$ cat src/rtl/mem_stall_pkg.sv
// Shared types and default widths for the memory-stage stall controller.
// Latency: n/a (declarations only).
// Backpressure: n/a.
package mem_stall_pkg;

  localparam int ADDR_W_DEF = 16;
  localparam int DATA_W_DEF = 16;

  typedef enum logic [2:0] {
    IDLE  = 3'd0,
    FILL  = 3'd1,
    TAG   = 3'd2,
    WRITE = 3'd3,
    DONE  = 3'd4
  } state_t;

endpackage

$ cat src/rtl/line_word_cnt.sv
// Word-within-line counter for cache line fills, with a last-word flag.
// Latency: count updates on the clock edge after clear/enable; last flag is combinational.
// Backpressure: none; advances only when enabled.
module line_word_cnt #(
  parameter int LINE_WORDS = 4,
  parameter int OFFSET_W   = $clog2(LINE_WORDS)
) (
  input  logic                inp_clk,
  input  logic                inp_rstn,
  input  logic                inp_clr,
  input  logic                inp_en,
  output logic [OFFSET_W-1:0] out_cnt,
  output logic                out_last
);

  logic [OFFSET_W-1:0] cntQ;

  // Counter register; clear wins over enable, and the count wraps naturally
  // because LINE_WORDS is a power of two.
  always_ff @(posedge inp_clk) begin
    if (!inp_rstn) begin
      cntQ <= '0;
    end else if (inp_clr) begin
      cntQ <= '0;
    end else if (inp_en) begin
      cntQ <= cntQ + 1'b1;
    end
  end

  assign out_cnt  = cntQ;
  assign out_last = (cntQ == OFFSET_W'(LINE_WORDS - 1));

endmodule

$ cat src/rtl/mem_stall_ctrl.sv
// MEM-stage controller: pipeline enable, read-miss line fill, write-through stores.
// Latency: read hit 0 stalls; read miss LINE_WORDS acks + 2; write ack latency + 1.
// Backpressure: out_hit=0 stalls the pipeline; memory side is req held until ack. Optional MEM_STALL_MISS_CNT_EN adds out_missCnt.
module mem_stall_ctrl
  import mem_stall_pkg::*;
#(
  parameter int ADDR_W     = ADDR_W_DEF,
  parameter int DATA_W     = DATA_W_DEF,
  parameter int LINE_WORDS = 4,
  parameter int OFFSET_W   = $clog2(LINE_WORDS)
) (
  input  logic                inp_clk,
  input  logic                inp_rstn,
  input  logic                inp_memRead,
  input  logic                inp_memWrite,
  input  logic [ADDR_W-1:0]   inp_addr,
  input  logic [DATA_W-1:0]   inp_wdata,
  input  logic                inp_tagHit,
  input  logic                inp_memAck,
  input  logic [DATA_W-1:0]   inp_memData,
  output logic                out_hit,
  output logic                out_memReq,
  output logic                out_memWe,
  output logic [ADDR_W-1:0]   out_memAddr,
  output logic [DATA_W-1:0]   out_memWdata,
  output logic                out_fillWe,
  output logic [OFFSET_W-1:0] out_fillIdx,
  output logic [DATA_W-1:0]   out_fillData,
  output logic                out_tagWe
`ifdef MEM_STALL_MISS_CNT_EN
  ,
  output logic [15:0]         out_missCnt
`endif
);

  state_t              stateQ, stateNxt;
  logic [ADDR_W-1:0]   addrQ;
  logic [DATA_W-1:0]   wdataQ;
  logic                cntClr, cntEn, cntLast, missStart;
  logic [OFFSET_W-1:0] cnt;

  line_word_cnt #(
    .LINE_WORDS(LINE_WORDS),
    .OFFSET_W  (OFFSET_W)
  ) u_cnt (
    .inp_clk (inp_clk),
    .inp_rstn(inp_rstn),
    .inp_clr (cntClr),
    .inp_en  (cntEn),
    .out_cnt (cnt),
    .out_last(cntLast)
  );

  // State register plus request latching; a miss stores only the line base.
  always_ff @(posedge inp_clk) begin
    if (!inp_rstn) begin
      stateQ <= IDLE;
      addrQ  <= '0;
      wdataQ <= '0;
    end else begin
      stateQ <= stateNxt;
      if (stateQ == IDLE && inp_memWrite) begin
        addrQ  <= inp_addr;
        wdataQ <= inp_wdata;
      end else if (missStart) begin
        addrQ  <= {inp_addr[ADDR_W-1:OFFSET_W], {OFFSET_W{1'b0}}};
      end
    end
  end

  // Next-state and output decode; ack is only honoured in states that request.
  always_comb begin
    stateNxt     = stateQ;
    out_hit      = 1'b0;
    out_memReq   = 1'b0;
    out_memWe    = 1'b0;
    out_memAddr  = '0;
    out_memWdata = '0;
    out_fillWe   = 1'b0;
    out_fillIdx  = '0;
    out_fillData = '0;
    out_tagWe    = 1'b0;
    cntClr       = 1'b0;
    cntEn        = 1'b0;
    missStart    = 1'b0;
    case (stateQ)
      IDLE: begin
        if (inp_memWrite) begin
          stateNxt = WRITE;
        end else if (inp_memRead && !inp_tagHit) begin
          stateNxt  = FILL;
          cntClr    = 1'b1;
          missStart = 1'b1;
        end else begin
          // No request, or a read that hits: complete this cycle.
          out_hit = 1'b1;
        end
      end
      FILL: begin
        out_memReq  = 1'b1;
        out_memAddr = {addrQ[ADDR_W-1:OFFSET_W], cnt};
        if (inp_memAck) begin
          out_fillWe   = 1'b1;
          out_fillIdx  = cnt;
          out_fillData = inp_memData;
          cntEn        = 1'b1;
          if (cntLast) stateNxt = TAG;
        end
      end
      TAG: begin
        out_tagWe = 1'b1;
        stateNxt  = DONE;
      end
      WRITE: begin
        out_memReq   = 1'b1;
        out_memWe    = 1'b1;
        out_memAddr  = addrQ;
        out_memWdata = wdataQ;
        if (inp_memAck) begin
          stateNxt = DONE;
          // Keep a resident line coherent with the written-through word.
          if (inp_tagHit) begin
            out_fillWe   = 1'b1;
            out_fillIdx  = addrQ[OFFSET_W-1:0];
            out_fillData = wdataQ;
          end
        end
      end
      DONE: begin
        out_hit  = 1'b1;
        stateNxt = IDLE;
      end
      default: stateNxt = IDLE;
    endcase
  end

`ifdef MEM_STALL_MISS_CNT_EN
  logic [15:0] missCntQ;

  // Saturating count of line fills started.
  always_ff @(posedge inp_clk) begin
    if (!inp_rstn) begin
      missCntQ <= '0;
    end else if (missStart && missCntQ != 16'hFFFF) begin
      missCntQ <= missCntQ + 16'd1;
    end
  end

  assign out_missCnt = missCntQ;
`endif

endmodule

$ cat config.mk
export PLATFORM = sky130hd
export DESIGN_NAME = mem_stall_ctrl
export DESIGN_NICKNAME = d
export VERILOG_FILES = /design/src/rtl/mem_stall_pkg.sv /design/src/rtl/line_word_cnt.sv /design/src/rtl/mem_stall_ctrl.sv
export SDC_FILE = /design/constraint.sdc
export NUM_CORES = 1
export LEC_CHECK = 0
export ABC_CLOCK_PERIOD_IN_PS = 2600
export CORE_ASPECT_RATIO = 1.4
export CORE_MARGIN = 4
export CORE_UTILIZATION = 41
export CTS_CLUSTER_SIZE = 30
export DETAILED_ROUTE_END_ITERATION = 8
export GPL_ROUTABILITY_DRIVEN = 0
export PLACE_DENSITY = 0.87
export SKIP_CTS_REPAIR_TIMING = 1
export SYNTH_ARGS = -nofsm -noshare
export SYNTH_HDL_FRONTEND = slang
export SYNTH_HIERARCHICAL = 1
export SYNTH_SLANG_ARGS = --single-unit
$ cat constraint.sdc
create_clock -name inp_clk -period 2.6 [get_ports inp_clk]
set_input_delay 0.26 -clock inp_clk [delete_from_list [all_inputs] [get_ports inp_clk]]
set_output_delay 0.26 -clock inp_clk [all_outputs]
set_load 0.03 [all_outputs]
# [Word-level counts from Yosys, hierarchy flattened]
# Cells that the tools add are included.
[op_classes] n_addsub=1 n_mul=0 n_div=0 n_lt_le_gt_ge=0 eq_ne=9 shifts=0 n_mux=32 bitwise=1 reduce_logical=8
[op_table] operator="2-to-1 mux 16 bit" count=6
[op_table] operator="one-hot mux 16 bit (2 select lines)" count=2
[op_table] operator="2-to-1 mux 3 bit" count=5
[op_table] operator="2-to-1 mux 1 bit" count=12
[op_table] operator="one-hot mux 3 bit (4 select lines)" count=1
[op_table] operator="equality test 3 x 2 -> 1 bit (second input constant)" count=2
[op_table] operator="2-to-1 mux 2 bit" count=3
[op_table] operator="!= test 2 bit (second input constant)" count=3
[op_table] operator="one-hot mux 1 bit (2 select lines)" count=2
[op_table] operator="one-hot mux 2 bit (2 select lines)" count=1
[op_table] operator="AND reduction 4 bit" count=1
[op_table] operator="OR reduction 2 bit" count=2
[op_table] operator="equality test 3 x 1 -> 1 bit (second input constant)" count=1
[op_table] operator="equality test 3 bit (second input constant)" count=1
[op_table] operator="zero test 3 bit" count=1
[op_table] operator="!= test 3 x 2 -> 1 bit (second input constant)" count=1
[op_table] operator="adder 2 x 1 -> 2 bit (second input constant)" count=1
[op_table] operator="equality test 2 bit (second input constant)" count=1
[op_table] operator="logical AND 1 bit" count=2
[op_table] operator="nonzero test 2 bit" count=1
[op_table] operator="zero test 1 bit" count=1
[op_table] operator="NOT 1 bit" count=1
[word_totals] regBits=37 latchBits=0 mem_bits_rw=0 romBits=0 input_bits=54 elab_cells=55 mem_count=0

# [Logic depth before layout (Yosys ltp)]
# Gate-level depths: netlist (run 1).
[depth] depth_word=7 ltp_mapped=7

# [By module]
# Netlist (run 1), hierarchy kept.
[by_module_without_submodules] module="mem_stall_ctrl" instances=1 cells_each=213 area_per_inst_um2=1809.2 seq_area_each_um2=700.7
[by_module_without_submodules] module="line_word_cnt" instances=1 cells_each=8 area_per_inst_um2=85.1 seq_area_each_um2=40.0

# [Least setup slack after synthesis (run 1)]
# No wires, ideal clock.
[synth_timing] path_kind="register to output" startpoint="register stateQ[1]" endpoint="output port out_hit" arrival_time_ns=1.721 slack_ns=0.619 stages_incl_launch_ff=6 path_buffers=1 cell_sequence="dfxtp_1 > buf_6 > or3_4 > nor3_4 > nor2_1 > nor3_1"
[synth_between] elab_chain_len=2 elab_cells_between_ends=3 cone_classes="eq/ne: 1; mux: 1; reduce/logical: 1"
[synth_rtl] item="start: declaration" line="mem_stall_ctrl.sv:36" source="state_t stateQ, stateNxt;"
[synth_rtl] item="start signal: assignment" line="mem_stall_ctrl.sv:61" source="stateQ <= stateNxt;"
[synth_rtl] item="equality test 3 bit or zero test 3 bit (tied branches)" line="mem_stall_ctrl.sv:86" source="case (stateQ)"
[synth_rtl] item="one-hot mux 1 bit (2 select lines) *" line="mem_stall_ctrl.sv:86"
[synth_rtl] item="end: declaration" line="mem_stall_ctrl.sv:21" source="output logic out_hit,"
# Every way passes the cells marked *; elsewhere a longest branch is shown, timed or not.

# [Final worst setup path (run 1)]
[layout_timing] startpoint="register stateQ[2]" endpoint="output port out_hit"
# The elaborated chain is that of the path after synthesis.

==> results of run 1 <==
[worst max-delay path: stages (launching register included)]
cell and delay, ns:
dfxtp_1 0.40, or3_4 0.39, nor3_4 0.22, nor2_1 0.06, nor3_1 0.15, clkdlybuf4s50_1 0.70
[synthesized netlist by cell type]
cell type	n
a21oi_1	16
xnor2_1	1
nand2b_1	2
dfxtp_1	37
a22o_1	18
or3_4	1
and2_1	16
and3_1	17
clkbuf_1	8
nor3_1	2
nand2_1	35
buf_4	2
or2_2	1
a21oi_2	1
mux2i_1	17
ha_1	1
buf_2	3
a211oi_1	2
clkinv_1	1
o21ai_0	1
nor2_1	20
or2b_1	1
nor2b_1	6
clkbuf_2	1
nor3_4	2
o221a_1	1
buf_6	4
o21ai_4	1
a22oi_1	2
and4_1	1
[sequential cells by signal, summed over array words and instances, names as in the netlist]
name           count
addrQ             16
stateQ             3
u_cnt/out_cnt      2
wdataQ            16
[logic make-up after synthesis]
family / count (synthesis) / share of synthesized area, %
xor+xnor: 1 / 0.462
fa+ha+maj: 1 / 0.660
flops: 37 / 39.1
mux: 17 / 8.98
compound gates: 42 / 16.3
simple gates: 104 / 28.5
buf+inv: 19 / 6.01
[power breakdown]
part	leakage, nW	internal, mW	switching (mW)
Clock	0.0399	0.176	0.177
Combinational	0.994	0.553	0.745
Sequential	0.303	0.706	0.106
[routing by layer]
| metal | wire [um] | GRT usage [%] | share of wire, % | up-vias |
|---|---|---|---|---|
| li1 | - | - | - | 962 |
| met3 | 434 | 5.59 | 8.0 | 12 |
| met1 | 2050 | 19.1 | 38 | 835 |
| met2 | 2710 | 34.2 | 50 | 90 |
| met5 | 0 | 0 | 0 | - |
| met4 | 197 | 9.43 | 3.7 | 0 |
[cells in the final DEF (no fill, tap or decap)]
| master | count |
|---|---|
| a21oi_1 | 16 |
| clkdlybuf4s50_1 | 72 |
| buf_4 | 43 |
| or3_4 | 1 |
| or2_2 | 1 |
| and4_1 | 1 |
| a211oi_1 | 2 |
| nand2_1 | 35 |
| clkinv_2 | 1 |
| o21ai_0 | 1 |
| mux2i_1 | 17 |
| o21ai_4 | 1 |
| ha_1 | 1 |
| xnor2_1 | 1 |
| a22oi_1 | 2 |
| nor3_1 | 1 |
| clkbuf_8 | 5 |
| nand2b_1 | 2 |
| nor3_4 | 2 |
| nor2b_1 | 6 |
| clkinv_1 | 1 |
| or2b_1 | 1 |
| dfxtp_1 | 37 |
| and2_1 | 16 |
| a22o_1 | 18 |
| a21oi_2 | 1 |
| and3_1 | 17 |
| nor3_2 | 1 |
| o221a_1 | 1 |
| nor2_1 | 20 |
[worst paths after layout]
kind | from | to | slack (ns) | cells after the start
worst max-delay path | stateQ[2]$_SDFFE_PN0P_ | out_hit | 0.13 | 5
worst min-delay path | wdataQ[13]$_SDFFE_PN0P_ | wdataQ[13]$_SDFFE_PN0P_ | 0.47 | 2
worst max register to register | stateQ[0]$_SDFFE_PN0P_ | wdataQ[5]$_SDFFE_PN0P_ | 0.88 | 5
worst min register to register | wdataQ[13]$_SDFFE_PN0P_ | wdataQ[13]$_SDFFE_PN0P_ | 0.47 | 2
[metrics by stage]
| step | util [%] | hold slack, ns | total power, mW | setup WS (ns) | instance area (um2) |
|---|---|---|---|---|---|
| 2_1_floorplan | - | 0.396 | 1.74 | 0.619 | 1890 |
| 3_3_place_gp | 64.7 | 0.456 | 2.11 | 0.343 | 2910 |
| 3_5_place_dp | 64.7 | 0.464 | 2.13 | 0.330 | 2910 |
| 4_1_cts | 66.3 | 0.473 | 2.49 | 0.107 | 2980 |
| 5_1_grt | 66.3 | 0.493 | 2.63 | 0.0241 | 2980 |
| 6_report | 66.3 | 0.468 | 2.46 | 0.134 | 2980 |
[final cells by class]
cell class	instances	area, um2	share of cell area (%)
sequential	37	741	24.8
tap	62	77.6	2.60
multi-input combinational	165	1040	35.0
clock inverter	1	5.00	0.168
clock buffer	5	68.8	2.31
timing repair buffer	115	1040	35.0
inverter	1	3.75	0.126
==> run_results.csv, run 1 <==
group,metric,value,unit
sta,max_freq,405,MHz
place,placed_cells,380,
sta,setup_viol,0,
routing,via_count,1899,
synth,synth_nets,276,
run_status,outcome,"complete, no violations",
synth,syn-cell-area,1890,um2
clock_network,numCtsBuffers,5,
routing,via_per_inst,4.92,
clock_network,root_buffer,"clkbuf_8",
global_route,antenna_found_initial,0,
clock_network,path_clk_slew,0.06,ns
clock_network,cts_tree,"done",
synth,synth_seq_cells,37,
sta,finClkSkew,0.00334,ns
finish,syn2layout_area_growth,57.5,%
floorplanning,core_region_area,4500,um2
routing,dr.pass1.iters,4,
floorplanning,initial_utilization,42.1,%
place,io_buffers,108,
floorplanning,boundaryPins,109,
worst_setup_path,worst-setup-path-type,"reg2out",
synth,synthTopCellsByArea,"dfxtp_1 (39%), mux2i_1 (9.0%), a22o_1 (8.3%)",
sta,fin_setup_tns,0,ns
synth,ys_seq_area_share,39.1,%
global_route,grt_max_degree,27,
global_route,grt_overflow,0,
global_route,track_usage,18.7,%
synth,synth.top_cell.area_share,39.1,%
synth,ys_types,30,
routing,drc,0,
floorplanning,die_w,65.4,um
pwr,peakVddDrop,475,uV
floorplanning,fp.dieH,88.4,um
synth,netlist_instances,221,
sta,tightest_slew,0.674,ns
flow_run,drv_cap,0,
routing,final_antenna_net_count,0,
worst_setup_path,crit_required,2.34,ns
routing,wirelength,5390,um
worst_setup_path,cp-start-kind,"flip-flop",
finish,antennaDiodeCount,0,
finish,layout.cells.non_filler,386,
worst_setup_path,cp-end-kind,"primary output",
sta,maxSlewHeadroom,55.1,%
finish,fill_cells,441,
sta,post-route-min-period,2.47,ns
sta,rsz0062_at_grt,"no",
sta,slew_violations,0,
clock_network,clockBufferDepth,2,
routing,drt-initial-drc-count,41,
synth,avgSynthCellArea,8.57,um2
clock_network,worst_skew_pair.late_latency,0.27,ns
routing,wl_per_cell,14.0,um
floorplanning,die_area,5790,um2
finish,final_nets,380,
pwr,power.leakage,1.34,nW
sta,hold_violations,0,
clock_network,htreeDepth,2,
synth,yosys.area.top_type,"dfxtp_1",
hold_path,hold_path_class,"reg2reg",
finish,drive_above_1_share,17.3,%
global_route,grt_pass1_wl,8460,um
synth,ys_warn_count,6,
pwr,p_per_area,825,nW/um2
global_route,grt_pass1_vias,1859,
place,place_hpwl,4230,um
sta,timing.final.crit_share,94.9,%
worst_setup_path,worstPathArrival,2.21,ns
clock_network,numClockSinks,37,
floorplanning,rows,29,
worst_setup_path,path_max_fanout,7,
No activity file was read; power rests on OpenSTA's default activity.
==> run 2, diff against run 1 <==
--- a/config.mk
+++ b/config.mk
@@ -7,2 +7,3 @@
 export LEC_CHECK = 0
+export ABC_AREA = 1
 export ABC_CLOCK_PERIOD_IN_PS = 2600
@@ -14,3 +15,4 @@
 export GPL_ROUTABILITY_DRIVEN = 0
-export PLACE_DENSITY = 0.87
+export GPL_TIMING_DRIVEN = 0
+export PLACE_DENSITY = 0.86
 export SKIP_CTS_REPAIR_TIMING = 1
--- a/constraint.sdc
+++ b/constraint.sdc
@@ -3,2 +3,2 @@
 set_output_delay 0.26 -clock inp_clk [all_outputs]
-set_load 0.03 [all_outputs]
+set_load 0.1 [all_outputs]
==> run_results.csv, run 2 <==
group,metric,value,unit
pwr,peakVddDrop,670,uV
clock_network,htreeDepth,2,
floorplanning,die_area,5880,um2
clock_network,numClockSinks,37,
sta,finalWorstSetupSlack,0.156,ns
finish,fill_cells,312,
finish,top_regs,"addrQ: 16 flops, wdataQ: 16 flops, stateQ: 3 flops",
routing,wl_per_cell,14.3,um
clock_network,worst_skew_pair.late_latency,0.29,ns
clock_network,root_buffer,"clkbuf_8",
finish,drive_above_1_share,24.5,%
finish,antennaDiodeCount,0,
clock_network,path_clk_slew,0.07,ns
sta,whs,0.479,ns
worst_setup_path,cp-start-kind,"flip-flop",
synth,synth_nets,344,
routing,final_antenna_net_count,0,
flow_run,drv_cap,0,
synth,yosysMostFrequentCell,"nor2_1",
synth,synth_ff_type,"dfxtp_1",
sta,rsz0062_at_grt,"no",
routing,via_count,2249,
synth,ys_warn_count,6,
floorplanning,core_region_area,4540,um2
worst_setup_path,worst-setup-path-type,"reg2out",
place,placedInstanceArea,3420,um2
finish,postLayoutCellArea,3550,um2
sta,max_freq,409,MHz
pwr,p_per_area,959,nW/um2
finish,final_common_cell,"clkdlybuf4s50_1",
sta,finClkSkew,0.00311,ns
global_route,grt_max_degree,13,
hold_path,hold_depth,2,
run_status,outcome,"complete, no violations",
sta,slew_violations,0,
global_route,grt_pass1_wl,9940,um
clock_network,numCtsBuffers,5,
worst_setup_path,cp-end-kind,"primary output",
synth,syn-cell-area,1930,um2
global_route,antenna_found_initial,0,
worst_setup_path,r2r_cells,7,
synth,ys_seq_area_share,38.4,%
global_route,track_usage,21.9,%
sta,hold_violations,0,
worst_setup_path,path_max_fanout,10,
pwr,power,3.40,mW
synth,yosys.area.top_type,"dfxtp_1",
synth,synth.top_cell.area_share,38.4,%
pwr,power.leakage,1.95,nW
floorplanning,die_w,66.0,um
sta,maxSlewHeadroom,33.1,%
synth,synthTopCellsByArea,"dfxtp_1 (38%), nor2_1 (12%), inv_1 (8.4%)",
finish,layout_common_cells,"clkdlybuf4s50_1 (56), inv_1 (43), nand2_1 (38)",
finish,syn2layout_area_growth,84.0,%
sta,setup_viol,0,
sta,timing.final.crit_share,94.0,%
floorplanning,boundaryPins,109,
routing,wirelength,6670,um
routing,drt-initial-drc-count,54,
worst_setup_path,worstPathArrival,2.18,ns
routing,dr.pass1.iters,4,
floorplanning,initial_utilization,42.5,%
synth,ys_types,25,
synth,avgSynthCellArea,6.67,um2
sta,post-route-min-period,2.44,ns
synth,synthTopCellsByCount,"nor2_1 (63), inv_1 (43), nand2_1 (39)",
synth,netlist_instances,289,
synth,synth_seq_cells,37,
routing,drc,0,
clock_network,cts_tree,"done",
floorplanning,rows,29,
synth,synth_edf_count,0,
place,io_buffers,108,
finish,final_nets,459,
synth,async_flop_share,0,%
clock_network,clockBufferDepth,2,
place,dp_worst_setup_slack,-1.01,ns
sta,tightest_slew,1.00,ns
floorplanning,fp.dieH,89.1,um
worst_setup_path,crit_required,2.34,ns
routing,via_per_inst,4.83,
hold_path,hold_path_class,"reg2reg",
worst_setup_path,ff2ff_setup_slack,1.21,ns
global_route,grt_overflow,0,
global_route,grt_pass1_vias,2276,
place,place_hpwl,5310,um
run 2: cell types whose count changed in the layout (fill, tap and decap cells not counted), moves of 10 or more:
cell             before  now
dlymetal6s2s_1        0   36
o31ai_4               0   16
mux2i_1              17    0
and3_1               17    0
o21ai_0               1   28
nor2_2                0   31
clkbuf_4              0   10
a22o_1               18    0
buf_4                43    2
clkdlybuf4s50_1      72   56
nor2_1               20   33
and2_1               16    0
inv_1                 0   43
run 2: cells by family after synthesis:
family	Yosys count	synth area share, %
AO/OA/AOI/OAI	73	21.9
flip-flops	37	38.4
adder cells (fa/ha/maj)	1	0.649
AND/OR/NAND/NOR	113	24.1
buffers and inverters	65	14.9
run 2: power by group:
part	total (mW)	leakage [nW]	switching, mW	internal [mW]
Clock	0.402	0.0443	0.192	0.210
Sequential	0.827	0.306	0.0811	0.746
Combinational	2.17	1.60	1.63	0.543
Total	3.40	1.95	1.90	1.50
run 2: path summary, 6_finish.rpt:
path / startpoint / end
worst max-delay path: stateQ[0]$_SDFFE_PN0P_ / out_memAddr[0]
worst min-delay path: addrQ[0]$_SDFFE_PN0P_ / addrQ[0]$_SDFFE_PN0P_
worst max register to register: stateQ[2]$_SDFFE_PN0P_ / addrQ[12]$_SDFFE_PN0P_
worst min register to register: addrQ[0]$_SDFFE_PN0P_ / addrQ[0]$_SDFFE_PN0P_
run 2: through the flow:
step	utilization, %	setup TNS, ns	cells
floorplan	-	0	289
global placement	75.4	-11.48	459
detailed placement	75.4	-11.81	459
CTS	77.4	-18.12	466
global route	78.2	0	466
finish	78.2	0	466
run 2: layer usage:
layer | track usage (%) | wire [um]
met3 | 8.30 | 565
met4 | 9.24 | 173
met5 | 0 | 0
met1 | 21.2 | 2370
met2 | 41.2 | 3560
run 2: cell type report:
class | instances | area (um2) | share of cell area, %
inverters | 51 | 198 | 5.57
repair buffers | 108 | 1120 | 31.5
multi-input cells | 187 | 1230 | 34.7
flip-flops and latches | 37 | 741 | 20.9
plain buffers | 14 | 96.3 | 2.72
clock buffers | 7 | 86.3 | 2.43
well taps | 62 | 77.6 | 2.19
run 2: critical path: stages (launching register included):
cell and delay, ns:
dfxtp_1 0.36, nand2_1 0.10, nor2_4 0.19, inv_4 0.10, buf_2 0.24, o22ai_2 0.13
dlymetal6s2s_1 0.76
